File: src/rtl/efuse_pkg.sv
// Shared definitions for the eFuse controller slice: default geometry,
// timeout budget, FSM state encoding and the segment-index type.
package efuse_pkg;

    // Default geometry: four 64-bit segments make up the 256-bit shadow.
    localparam int NR_DEF   = 64;
    localparam int RSEL_DEF = 4;
    // Default number of wait cycles before a read is declared lost.
    localparam int TMO_DEF  = 1023;

    // FSM state encoding (plain constants so older tools and checkers can bind to it).
    typedef logic [2:0] state_t;
    localparam state_t ST_BOOT_ISSUE = 3'd0;
    localparam state_t ST_BOOT_WAIT  = 3'd1;
    localparam state_t ST_IDLE       = 3'd2;
    localparam state_t ST_SW_ISSUE   = 3'd3;
    localparam state_t ST_SW_WAIT    = 3'd4;
    localparam state_t ST_PGM        = 3'd5;

    // Segment index for the default geometry.
    typedef logic [$clog2(RSEL_DEF)-1:0] seg_t;

    // True for the two states in which a read is outstanding.
    function automatic logic is_wait_state(input state_t st);
        return (st == ST_BOOT_WAIT) || (st == ST_SW_WAIT);
    endfunction

endpackage

File: src/rtl/efuse_tmo_cnt.sv
// Saturating read-timeout counter. Cleared when a read is issued, counts
// while a read is outstanding, and flags expiry once it has reached TMO.
module efuse_tmo_cnt #(
    parameter int TMO = 1023
) (
    input  logic clk,
    input  logic rst_n,
    input  logic clr,
    input  logic en,
    output logic expired
);

    localparam int CW = $clog2(TMO + 1);
    localparam logic [CW-1:0] LIMIT = CW'(TMO);

    logic [CW-1:0] cnt;

    // Count wait cycles; clear has priority and the count sticks at LIMIT.
    always_ff @(posedge clk or negedge rst_n) begin
        if (!rst_n) begin
            cnt <= '0;
        end else if (clr) begin
            cnt <= '0;
        end else if (en && (cnt != LIMIT)) begin
            cnt <= cnt + CW'(1);
        end
    end

    // Expiry is only meaningful while a read is outstanding.
    assign expired = en && (cnt == LIMIT);

endmodule

File: src/rtl/efuse_ctrl_seq.sv
// eFuse read sequencer and array arbiter. Owns the full shadow copy of the
// fuse array: loads every segment after reset / reload / programming, then
// serves single-segment software reads and hands the array to the program
// engine on request.
//
// Handshakes:
//   efuse_read : rd_start_o is a one-cycle pulse issued only while rd_busy_i
//                is low; rd_sel_o is held until the matching rd_done_i pulse
//                (which qualifies rd_data_i) or until the read times out. At
//                most one read is ever outstanding.
//   software   : sw_rd_req_i is a level held (with stable sw_rd_sel_i) until
//                the one-cycle sw_rd_ack_o; data/err are valid in the ack
//                cycle and the requester drops req in the following cycle.
//   program    : pgm_req_i level; pgm_gnt_o follows one cycle after entry
//                and falls one cycle after the request drops.
module efuse_ctrl_seq
    import efuse_pkg::*;
#(
    parameter int NR   = NR_DEF,
    parameter int RSEL = RSEL_DEF,
    parameter int TMO  = TMO_DEF
) (
    input  logic                    clk,
    input  logic                    rst_n,
    output logic                    rd_start_o,
    output logic [$clog2(RSEL)-1:0] rd_sel_o,
    input  logic                    rd_done_i,
    input  logic [NR-1:0]           rd_data_i,
    input  logic                    rd_busy_i,
    input  logic                    sw_rd_req_i,
    input  logic [$clog2(RSEL)-1:0] sw_rd_sel_i,
    output logic                    sw_rd_ack_o,
    output logic [NR-1:0]           sw_rd_data_o,
    output logic                    sw_rd_err_o,
    input  logic                    pgm_req_i,
    output logic                    pgm_gnt_o,
    input  logic                    reload_i,
    output logic [NR*RSEL-1:0]      shadow_o,
    output logic                    shadow_vld_o,
    output logic                    load_done_o,
    output logic                    timeout_err_o
);

    localparam int SW = $clog2(RSEL);
    localparam logic [SW-1:0] LAST_SEG = SW'(RSEL - 1);

    state_t        state;
    logic [SW-1:0] seg;          // segment being loaded in the current pass
    logic [SW-1:0] sw_sel_q;     // software segment captured when leaving IDLE
    logic          pass_err;     // a timeout happened somewhere in this pass
    logic          reload_pend;  // reload seen while busy; serviced in IDLE
    logic [NR-1:0] shadow_q [RSEL];

    logic          issue;
    logic          tmo_en;
    logic          tmo_exp;

    // A read is launched from either issue state as soon as efuse_read is free.
    assign issue  = ((state == ST_BOOT_ISSUE) || (state == ST_SW_ISSUE)) && !rd_busy_i;
    assign tmo_en = is_wait_state(state);

    efuse_tmo_cnt #(
        .TMO (TMO)
    ) u_tmo (
        .clk     (clk),
        .rst_n   (rst_n),
        .clr     (issue),
        .en      (tmo_en),
        .expired (tmo_exp)
    );

    // Flatten the shadow array onto the output bus, segment k at [k*NR +: NR].
    for (genvar k = 0; k < RSEL; k++) begin : g_shadow
        assign shadow_o[k*NR +: NR] = shadow_q[k];
    end

    // Main sequencer: load passes, software reads, program grant, reload tracking.
    always_ff @(posedge clk or negedge rst_n) begin
        if (!rst_n) begin
            state         <= ST_BOOT_ISSUE;
            seg           <= '0;
            sw_sel_q      <= '0;
            pass_err      <= 1'b0;
            reload_pend   <= 1'b0;
            rd_start_o    <= 1'b0;
            rd_sel_o      <= '0;
            sw_rd_ack_o   <= 1'b0;
            sw_rd_data_o  <= '0;
            sw_rd_err_o   <= 1'b0;
            pgm_gnt_o     <= 1'b0;
            shadow_vld_o  <= 1'b0;
            load_done_o   <= 1'b0;
            timeout_err_o <= 1'b0;
            for (int k = 0; k < RSEL; k++) begin
                shadow_q[k] <= '0;
            end
        end else begin
            // Pulses default low every cycle.
            rd_start_o  <= 1'b0;
            sw_rd_ack_o <= 1'b0;
            sw_rd_err_o <= 1'b0;
            load_done_o <= 1'b0;

            // Outside IDLE a reload cannot act yet; remember it (repeats merge).
            if (reload_i && (state != ST_IDLE)) begin
                reload_pend <= 1'b1;
            end

            case (state)
                ST_BOOT_ISSUE: begin
                    if (!rd_busy_i) begin
                        rd_start_o <= 1'b1;
                        rd_sel_o   <= seg;
                        state      <= ST_BOOT_WAIT;
                    end
                end

                ST_BOOT_WAIT: begin
                    // A done in the expiry cycle still counts as a good read.
                    if (rd_done_i || tmo_exp) begin
                        if (rd_done_i) begin
                            shadow_q[seg] <= rd_data_i;
                        end else begin
                            timeout_err_o <= 1'b1;
                            pass_err      <= 1'b1;
                        end
                        if (seg == LAST_SEG) begin
                            load_done_o  <= 1'b1;
                            shadow_vld_o <= !(pass_err || !rd_done_i);
                            state        <= ST_IDLE;
                        end else begin
                            seg   <= seg + SW'(1);
                            state <= ST_BOOT_ISSUE;
                        end
                    end
                end

                ST_IDLE: begin
                    if (reload_pend || reload_i) begin
                        reload_pend   <= 1'b0;
                        seg           <= '0;
                        pass_err      <= 1'b0;
                        shadow_vld_o  <= 1'b0;
                        timeout_err_o <= 1'b0;
                        state         <= ST_BOOT_ISSUE;
                    end else if (pgm_req_i) begin
                        state <= ST_PGM;
                    end else if (sw_rd_req_i && !sw_rd_ack_o) begin
                        // Ignore the request still held high during our own ack cycle.
                        sw_sel_q <= sw_rd_sel_i;
                        state    <= ST_SW_ISSUE;
                    end
                end

                ST_SW_ISSUE: begin
                    if (!rd_busy_i) begin
                        rd_start_o <= 1'b1;
                        rd_sel_o   <= sw_sel_q;
                        state      <= ST_SW_WAIT;
                    end
                end

                ST_SW_WAIT: begin
                    if (rd_done_i) begin
                        sw_rd_ack_o        <= 1'b1;
                        sw_rd_data_o       <= rd_data_i;
                        shadow_q[sw_sel_q] <= rd_data_i;
                        state              <= ST_IDLE;
                    end else if (tmo_exp) begin
                        sw_rd_ack_o   <= 1'b1;
                        sw_rd_data_o  <= '0;
                        sw_rd_err_o   <= 1'b1;
                        timeout_err_o <= 1'b1;
                        state         <= ST_IDLE;
                    end
                end

                ST_PGM: begin
                    if (pgm_req_i) begin
                        pgm_gnt_o <= 1'b1;
                    end else begin
                        // Fuses may have changed: drop the grant and reload everything.
                        // Any reload requested meanwhile is covered by this pass.
                        pgm_gnt_o     <= 1'b0;
                        reload_pend   <= 1'b0;
                        seg           <= '0;
                        pass_err      <= 1'b0;
                        shadow_vld_o  <= 1'b0;
                        timeout_err_o <= 1'b0;
                        state         <= ST_BOOT_ISSUE;
                    end
                end

                default: begin
                    state <= ST_IDLE;
                end
            endcase
        end
    end

endmodule

File: config.mk
export PLATFORM = sky130hd
export DESIGN_NAME = efuse_ctrl_seq
export DESIGN_NICKNAME = d
export VERILOG_FILES = /design/src/rtl/efuse_pkg.sv /design/src/rtl/efuse_tmo_cnt.sv /design/src/rtl/efuse_ctrl_seq.sv
export SDC_FILE = /design/constraint.sdc
export NUM_CORES = 1
export LEC_CHECK = 0
export ABC_AREA = 1
export BUFFER_PORTS_ARGS = -buffer_cell sky130_fd_sc_hd__buf_4
export CORE_MARGIN = 2
export CORE_UTILIZATION = 51
export CTS_CLUSTER_DIAMETER = 150
export DETAILED_ROUTE_END_ITERATION = 6
export PLACE_DENSITY = 0.78
export SKIP_LAST_GASP = 1
export SYNTH_ARGS = -nofsm -noshare
export SYNTH_HDL_FRONTEND = slang
export SYNTH_SLANG_ARGS = --single-unit
File: constraint.sdc
create_clock -name clk -period 2.51 [get_ports clk]
set_clock_uncertainty 0.2 [all_clocks]
set_input_delay 0.1255 -clock clk [delete_from_list [all_inputs] [get_ports clk]]
set_output_delay 0.1255 -clock clk [all_outputs]
set_load 0.03 [all_outputs]
==> results of run 1 <==
## final cells by class
cell class	instances	area, um2
Tap cell	335	419.2
Inverter	97	369.1
Sequential cell	348	8708
Clock buffer	48	997.2
Multi-Input combinational cell	734	3750
Fill cell	1779	7268
Clock inverter	16	257.7
Timing Repair Buffer	502	4141
## metrics by stage
| step | total power [uW] | setup WS (ns) | util, % | hold WS (ns) | cell area (um2) |
|---|---|---|---|---|---|
| after floorplan | 17380 | 0.6418 | - | -0.3701 | 13370 |
| after global placement | 22240 | 0.4157 | 64.15 | -0.06882 | 16620 |
| after detailed placement | 22590 | 0.3524 | 64.15 | -0.08547 | 16620 |
| after CTS | 28460 | 0.1593 | 71.93 | 0.1771 | 18640 |
| after global routing | 29840 | 0.09717 | 71.95 | 0.1909 | 18640 |
| final | 28460 | 0.2618 | 71.95 | 0.1871 | 18640 |
## what timing repair did
item | CTS | global route
gates resized for setup | 0 | 1
hold buffers | 76 | 0
setup endpoints to repair | 0 | 2
hold endpoints to repair | 659 | 0
buffers inserted | 0 | 0
## worst paths after layout
check                           endpoint  depth (start not counted)
max                        shadow_o[229]                          8
min                          sw_rd_err_o                          3
max reg2reg                shadow_o[229]                          8
min reg2reg                 shadow_o[45]                          2
max in group asynchronous   u_tmo.cnt[3]                          4
min in group asynchronous   u_tmo.cnt[9]                          3
## state kept, by name, summed over array words and instances (netlist names)
| name | flops |
|---|---|
| shadow_vld_o | 1 |
| load_done_o | 1 |
| seg | 2 |
| sw_sel_q | 2 |
| u_tmo.cnt | 10 |
| pgm_gnt_o | 1 |
| timeout_err_o | 1 |
| state | 3 |
| shadow_o | 256 |
| rd_start_o | 1 |
| reload_pend | 1 |
| pass_err | 1 |
| sw_rd_err_o | 1 |
| sw_rd_data_o | 64 |
| sw_rd_ack_o | 1 |
| rd_sel_o | 2 |
## cells by family (layout without fill, tap and decap cells)
logic type / Yosys count / count (layout) / synth area share (%)
flip-flops: 348 / 348 / 65.13
XOR/XNOR: 2 / 2 / 0.1310
AND/OR/NAND/NOR: 377 / 377 / 11.13
buffers and inverters: 167 / 663 / 7.178
adder cells (fa/ha/maj): 5 / 5 / 0.4679
AO/OA/AOI/OAI: 350 / 350 / 15.96
## critical path, delay by kind of cell, from the launching register on
kind            cells  cell delay [ns]
compound gates      3             0.47
buf+inv             2             0.52
flops               1             0.46
simple gates        3             0.42
## report_power, final
| group | total, uW | switching (uW) | leakage (uW) | internal, uW |
|---|---|---|---|---|
| sequential | 9510 | 1520 | 0.00441 | 8000 |
| clock | 5650 | 2130 | 0.000617 | 3520 |
| combinational | 13300 | 8580 | 0.00471 | 4720 |
| total | 28500 | 12200 | 0.00974 | 16200 |
## layer usage
metal  vias up  part of all wire (%)  global-route usage [%]
met2       549                    48                   47.65
met5         -                     0                       0
met4         0                   4.7                   12.14
met3       108                   8.2                   6.768
li1       5078                     -                       -
met1      5443                    39                   36.70
## cells in the final DEF, fill, tap and decap left out
master and count:
nand4_1 3, nand3_2 2, o21ai_1 216, nor3_2 1, xnor2_1 1, inv_4 2
clkinvlp_4 1, clkbuf_8 3, clkbuf_16 37, nor2_1 21, o21ai_0 26, dlygate4sd3_1 76
a22o_1 64, nor3_1 7, nand2_4 1, xor2_1 1, buf_12 14, clkbuf_1 8
nor2_4 1, ha_1 5, nand3_1 20, buf_8 1, bufinv_16 7, nor2_2 1
dfrtp_1 348, clkinv_2 8, o21ai_2 30, buf_4 411, inv_1 95, o211ai_4 4
nand2_1 317, a21oi_1 10, nand2_2 3
==> impl_metrics.tcl, run 1 <==
set metrics [dict create \
    hold_path_class "input port to register" \
    worst_pin_slew_ns 0.6396 \
    ys_seq_elements 348 \
    seq_area_frac_synth_pct 65.13 \
    yosysUniqueCellTypes 25 \
    powerDensity_nw_per_um2 1527 \
    synthTopCellsByCount "dfrtp_1 (348), nand2_1 (318), o21ai_1 (216), inv_1 (95), a22o_1 (64)" \
    path_cells "nor2_2, nand2_2, inv_4, o21ai_0, o211ai_4, buf_12, nand2_1, o21ai_1" \
    rows 59 \
    chipHeight_um 165.9 \
    final_nets 1797 \
    r2r_setup_slack_ns 0.26 \
    grt.total_usage_pct 28.78 \
    power_leakage_uw 0.009738 \
    die_x_um 165.9 \
    hp-start "rd_done_i" \
    postSynthAreaPerCell_um2 10.70 \
    layout.cells.non_filler 2080 \
    crit_type "register to register" \
    required_ns 2.72 \
    routed_via_density 5.374 \
    drv_slew 0 \
    peakVddDrop_mv 0.9689 \
    tritoncts "done" \
    synth-edff-count 0 \
    rsz0062_at_grt "false" \
    start_util_pct 51.60 \
    diodes 0 \
    antenna_found_initial 0 \
    clkLatencyLatePin_ns 0.50 \
    finalCritPeriodShare_pct 89.57 \
    core_area_um2 25910 \
    status "finished clean" \
    fin_crit_ns 2.248 \
    htreeDepth 2 \
    ctsRootBufferMaster "clkbuf_16" \
    relSlewSlack_pct 57.16 \
    wl_per_cell_um 19.18 \
    async_flop_share_pct 100.0 \
    port_buffers 401 \
    area_growth_pct 39.43 \
    start_kind "register" \
    ant_nets 0 \
    route.detailed.drc 0 \
    tns_ns 0 \
    dr.pass1.iters 6 \
    synth_top_area_cell "dfrtp_1" \
    ys_top_cells_by_area "dfrtp_1 (65%), nand2_1 (8.9%), o21ai_1 (8.1%)" \
    die_area_um2 27530 \
    vias 11180 \
    drive_gt1_share_pct 30.20 \
    yosysTopAreaCellShare_pct 65.13 \
    place_hpwl_mm 26.09 \
    arrival_ns 2.45 \
    placed_cells 1940 \
    fmax_mhz 444.8 \
    wirelength_mm 39.90 \
    syn_nets 1327 \
    rr_startpoint "state[0]" \
    crit_fanout 80 \
    max_stage_delay_ns 0.46 \
    grt-ovfl-total 0 \
    end_kind "register" \
    clk_pin_slew_ns 0.06 \
    cap_violations 0 \
    grt_max_degree 81 \
    setup_viol 0 \
    grt_pass1_wl_mm 63.08 \
    syn_area_um2 13370 \
    hold_violations 0 \
    post-synth-top-count-cell "dfrtp_1" \
    cts.path.max_buffers 3 \
    grt_pass1_vias 11280 \
    initialDrtViolationCount 1037 \
    yosys_warnings 0 \
    num_io_pins 402 \
    crit_start "state[0]" \
    cts_buffers 36 \
    slowest_stage "dfrtp_1" \
    cts.sinks 348 \
    syn-instance-count 1249 \
    gp_congestion 0.8648 \
    synthFlopType "dfrtp_1" \
]
Power figures use the tool's default switching activity.
==> run 2: changes to the inputs <==
--- a/config.mk
+++ b/config.mk
@@ -8,10 +8,11 @@
 export ABC_AREA = 1
 export BUFFER_PORTS_ARGS = -buffer_cell sky130_fd_sc_hd__buf_4
 export CORE_MARGIN = 2
-export CORE_UTILIZATION = 51
+export CORE_UTILIZATION = 55
+export CTS_BUF_LIST = sky130_fd_sc_hd__clkbuf_2
 export CTS_CLUSTER_DIAMETER = 150
 export DETAILED_ROUTE_END_ITERATION = 6
-export PLACE_DENSITY = 0.78
+export PLACE_DENSITY = 0.84
 export SKIP_LAST_GASP = 1
 export SYNTH_ARGS = -nofsm -noshare
 export SYNTH_HDL_FRONTEND = slang
==> constraint.sdc (replaced) <==
create_clock -name clk -period 2.6 [get_ports clk]
set_clock_uncertainty 0.2 [all_clocks]
set_input_delay 0.78 -clock clk [delete_from_list [all_inputs] [get_ports clk]]
set_output_delay 0.78 -clock clk [all_outputs]
set_load 0.03 [all_outputs]
==> run 2 against run 1 <==
Utilization rose by 3.3 points. Largest cell class unchanged. Sequential share of layout area rose by 1.3 points. Global-route usage rose by 2.9 points. Critical endpoint is now shadow_o[158]. Worst setup slack got worse by 0.17 ns.
==> impl_metrics.tcl, run 2 (synthesis results as in run 1) <==
set metrics [dict create \
    grt_max_degree 75 \
    layout_common_cells "buf_4 (409), dfrtp_1 (348), nand2_1 (317)" \
    hold_violations 0 \
    status "finished clean" \
    grt-ovfl-total 0 \
    crit_type "register to primary output" \
    clk_pin_slew_ns 0.14 \
    largest_register_ffs 256 \
    ant_nets 0 \
    r2r_cells 8 \
    rr_startpoint "u_tmo.cnt[0]" \
    fin_total_pwr_uw 25640 \
    hp-start "reload_i" \
    swShare_pct 46.84 \
    initialDrtViolationCount 913 \
    cap_violations 0 \
    r2r_setup_slack_ns 0.13 \
    power.internal_uw 13630 \
    die_x_um 159.9 \
    core_area_um2 24110 \
    cts.path.max_buffers 3 \
    peakVddDrop_mv 0.8578 \
    critical_path_buf_inv_count 1 \
    end_kind "primary output" \
    cts_resized 0 \
    drive_gt1_share_pct 32.82 \
    area_growth_pct 35.71 \
    worst_pin_slew_ns 1.350 \
    fmax_mhz 398.0 \
    dpl_cell_area_um2 16690 \
    placed_cells 1932 \
    grt.total_usage_pct 31.66 \
    drv_slew 0 \
    rr_endpoint "sw_rd_data_o[2]" \
    port_buffers 401 \
    fin_crit_ns 2.512 \
    path_cells "buf_4" \
    cts.sinks 348 \
    final_common_cell "buf_4" \
    setup_viol 0 \
    layout.cells.non_filler 2154 \
    die_area_um2 25570 \
    rsz0062_at_grt "false" \
    wl_per_cell_um 18.82 \
    ctsRootBufferMaster "clkbuf_2" \
    final_cell_area_um2 18140 \
    required_ns 1.62 \
    start_kind "register" \
    clkPwrFrac_pct 13.8 \
    vias 11590 \
    relSlewSlack_pct 9.808 \
    switchingPower_uw 12010 \
    cts_buffers 82 \
    dr.pass1.iters 6 \
    antenna_found_initial 2 \
    rows 57 \
    cts_hold_buf 68 \
    crit_family "flip-flops" \
    power_leakage_uw 0.009685 \
    chipHeight_um 159.9 \
    p_seq_share_pct 35.7 \
    grt_pass1_vias 11940 \
    arrival_ns 1.53 \
    slowest_stage "dfrtp_1" \
    place_hpwl_mm 27.01 \
    max_stage_delay_ns 0.44 \
    cts_setup_buffers 0 \
    grt_pass1_wl_mm 63.76 \
    htreeDepth 3 \
    hold_depth 3 \
    tritoncts "done" \
    route.detailed.drc 0 \
    crit_fanout 2 \
    clkLatencyLatePin_ns 0.85 \
    whs_endpoint "reload_pend" \
    start_util_pct 55.47 \
    num_io_pins 402 \
    fin_util_pct 75.27 \
    routed_via_density 5.380 \
    hold_path_class "input port to register" \
    combPwrFrac_pct 50.5 \
    powerDensity_nw_per_um2 1413 \
    final_nets 1838 \
    wirelength_mm 40.54 \
    finalCritPeriodShare_pct 96.63 \
    gp_congestion 0.9154 \
]
## run 2: cell types whose count changed in the layout (fill, tap and decap cells not counted), moves of 5 or more
cell and change:
buf_12 +5, bufinv_16 -6, clkbuf_1 -8, clkbuf_16 -37
clkbuf_2 +121, clkinv_1 +25, clkinv_2 -7, dlygate4sd3_1 -8
## run 2: worst register-to-register path, delay by kind of cell, from the launching register on
family          cells  cell delay [ns]
simple gates        5             0.92
flops               1             0.47
buf+inv             1             0.29
fa+ha+maj           1             0.24
compound gates      1             0.20
## run 2: stage by stage
step	TNS [ns]	hold WS [ns]	setup WS [ns]
3_5_place_dp	-0.6478	0.2666	-0.05137
5_1_grt	0	0.02531	0.004097
2_1_floorplan	0	0.2427	0.7318
3_3_place_gp	0	0.2607	0.02122
4_1_cts	0	0.01784	0.07366
6_report	0	0.07297	0.08754
## run 2: metal layers
| metal | track usage, % | share of wire (%) | vias up |
|---|---|---|---|
| met1 | 37.73 | 37 | 5614 |
| met3 | 8.390 | 8.1 | 136 |
| li1 | - | - | 5222 |
| met2 | 53.31 | 49 | 617 |
| met5 | 0 | 0 | - |
| met4 | 16.34 | 5.1 | 0 |
## run 2: area by class of cell
cell class | count | area, um2
Timing Repair Buffer | 497 | 4146
Tap cell | 324 | 405.4
Fill cell | 1596 | 5961
Inverter | 97 | 369.1
Multi-Input combinational cell | 734 | 3745
Antenna cell | 2 | 5.005
Clock inverter | 31 | 160.2
Clock buffer | 121 | 605.6
Sequential cell | 348 | 8708
## run 2: power by group through the flow
| stage | clock network, uW | logic [uW] | registers [uW] |
|---|---|---|---|
| after global placement | 0 | 12400 | 9080 |
| after floorplan | 0 | 3450 | 13300 |
| after CTS | 3590 | 12900 | 9090 |
| after global routing | 3930 | 13700 | 9380 |
| final | 3550 | 12900 | 9150 |
| after detailed placement | 0 | 12800 | 9160 |
## run 2: worst max path at each step
| stage | cells after the start | start | end | slack, ns |
|---|---|---|---|---|
| 6_report | 1 | shadow_o[158] | shadow_o[158] | 0.09 |
| 5_1_grt | 1 | shadow_o[158] | shadow_o[158] | 0.004 |
| 4_1_cts | 1 | sw_rd_data_o[30] | sw_rd_data_o[30] | 0.07 |
| 3_5_place_dp | 5 | rd_done_i | sw_rd_data_o[42] | -0.05 |
| 3_3_place_gp | 5 | rd_done_i | sw_rd_data_o[41] | 0.02 |
| 2_1_floorplan | 9 | u_tmo.cnt[0] | sw_rd_data_o[0] | 0.73 |
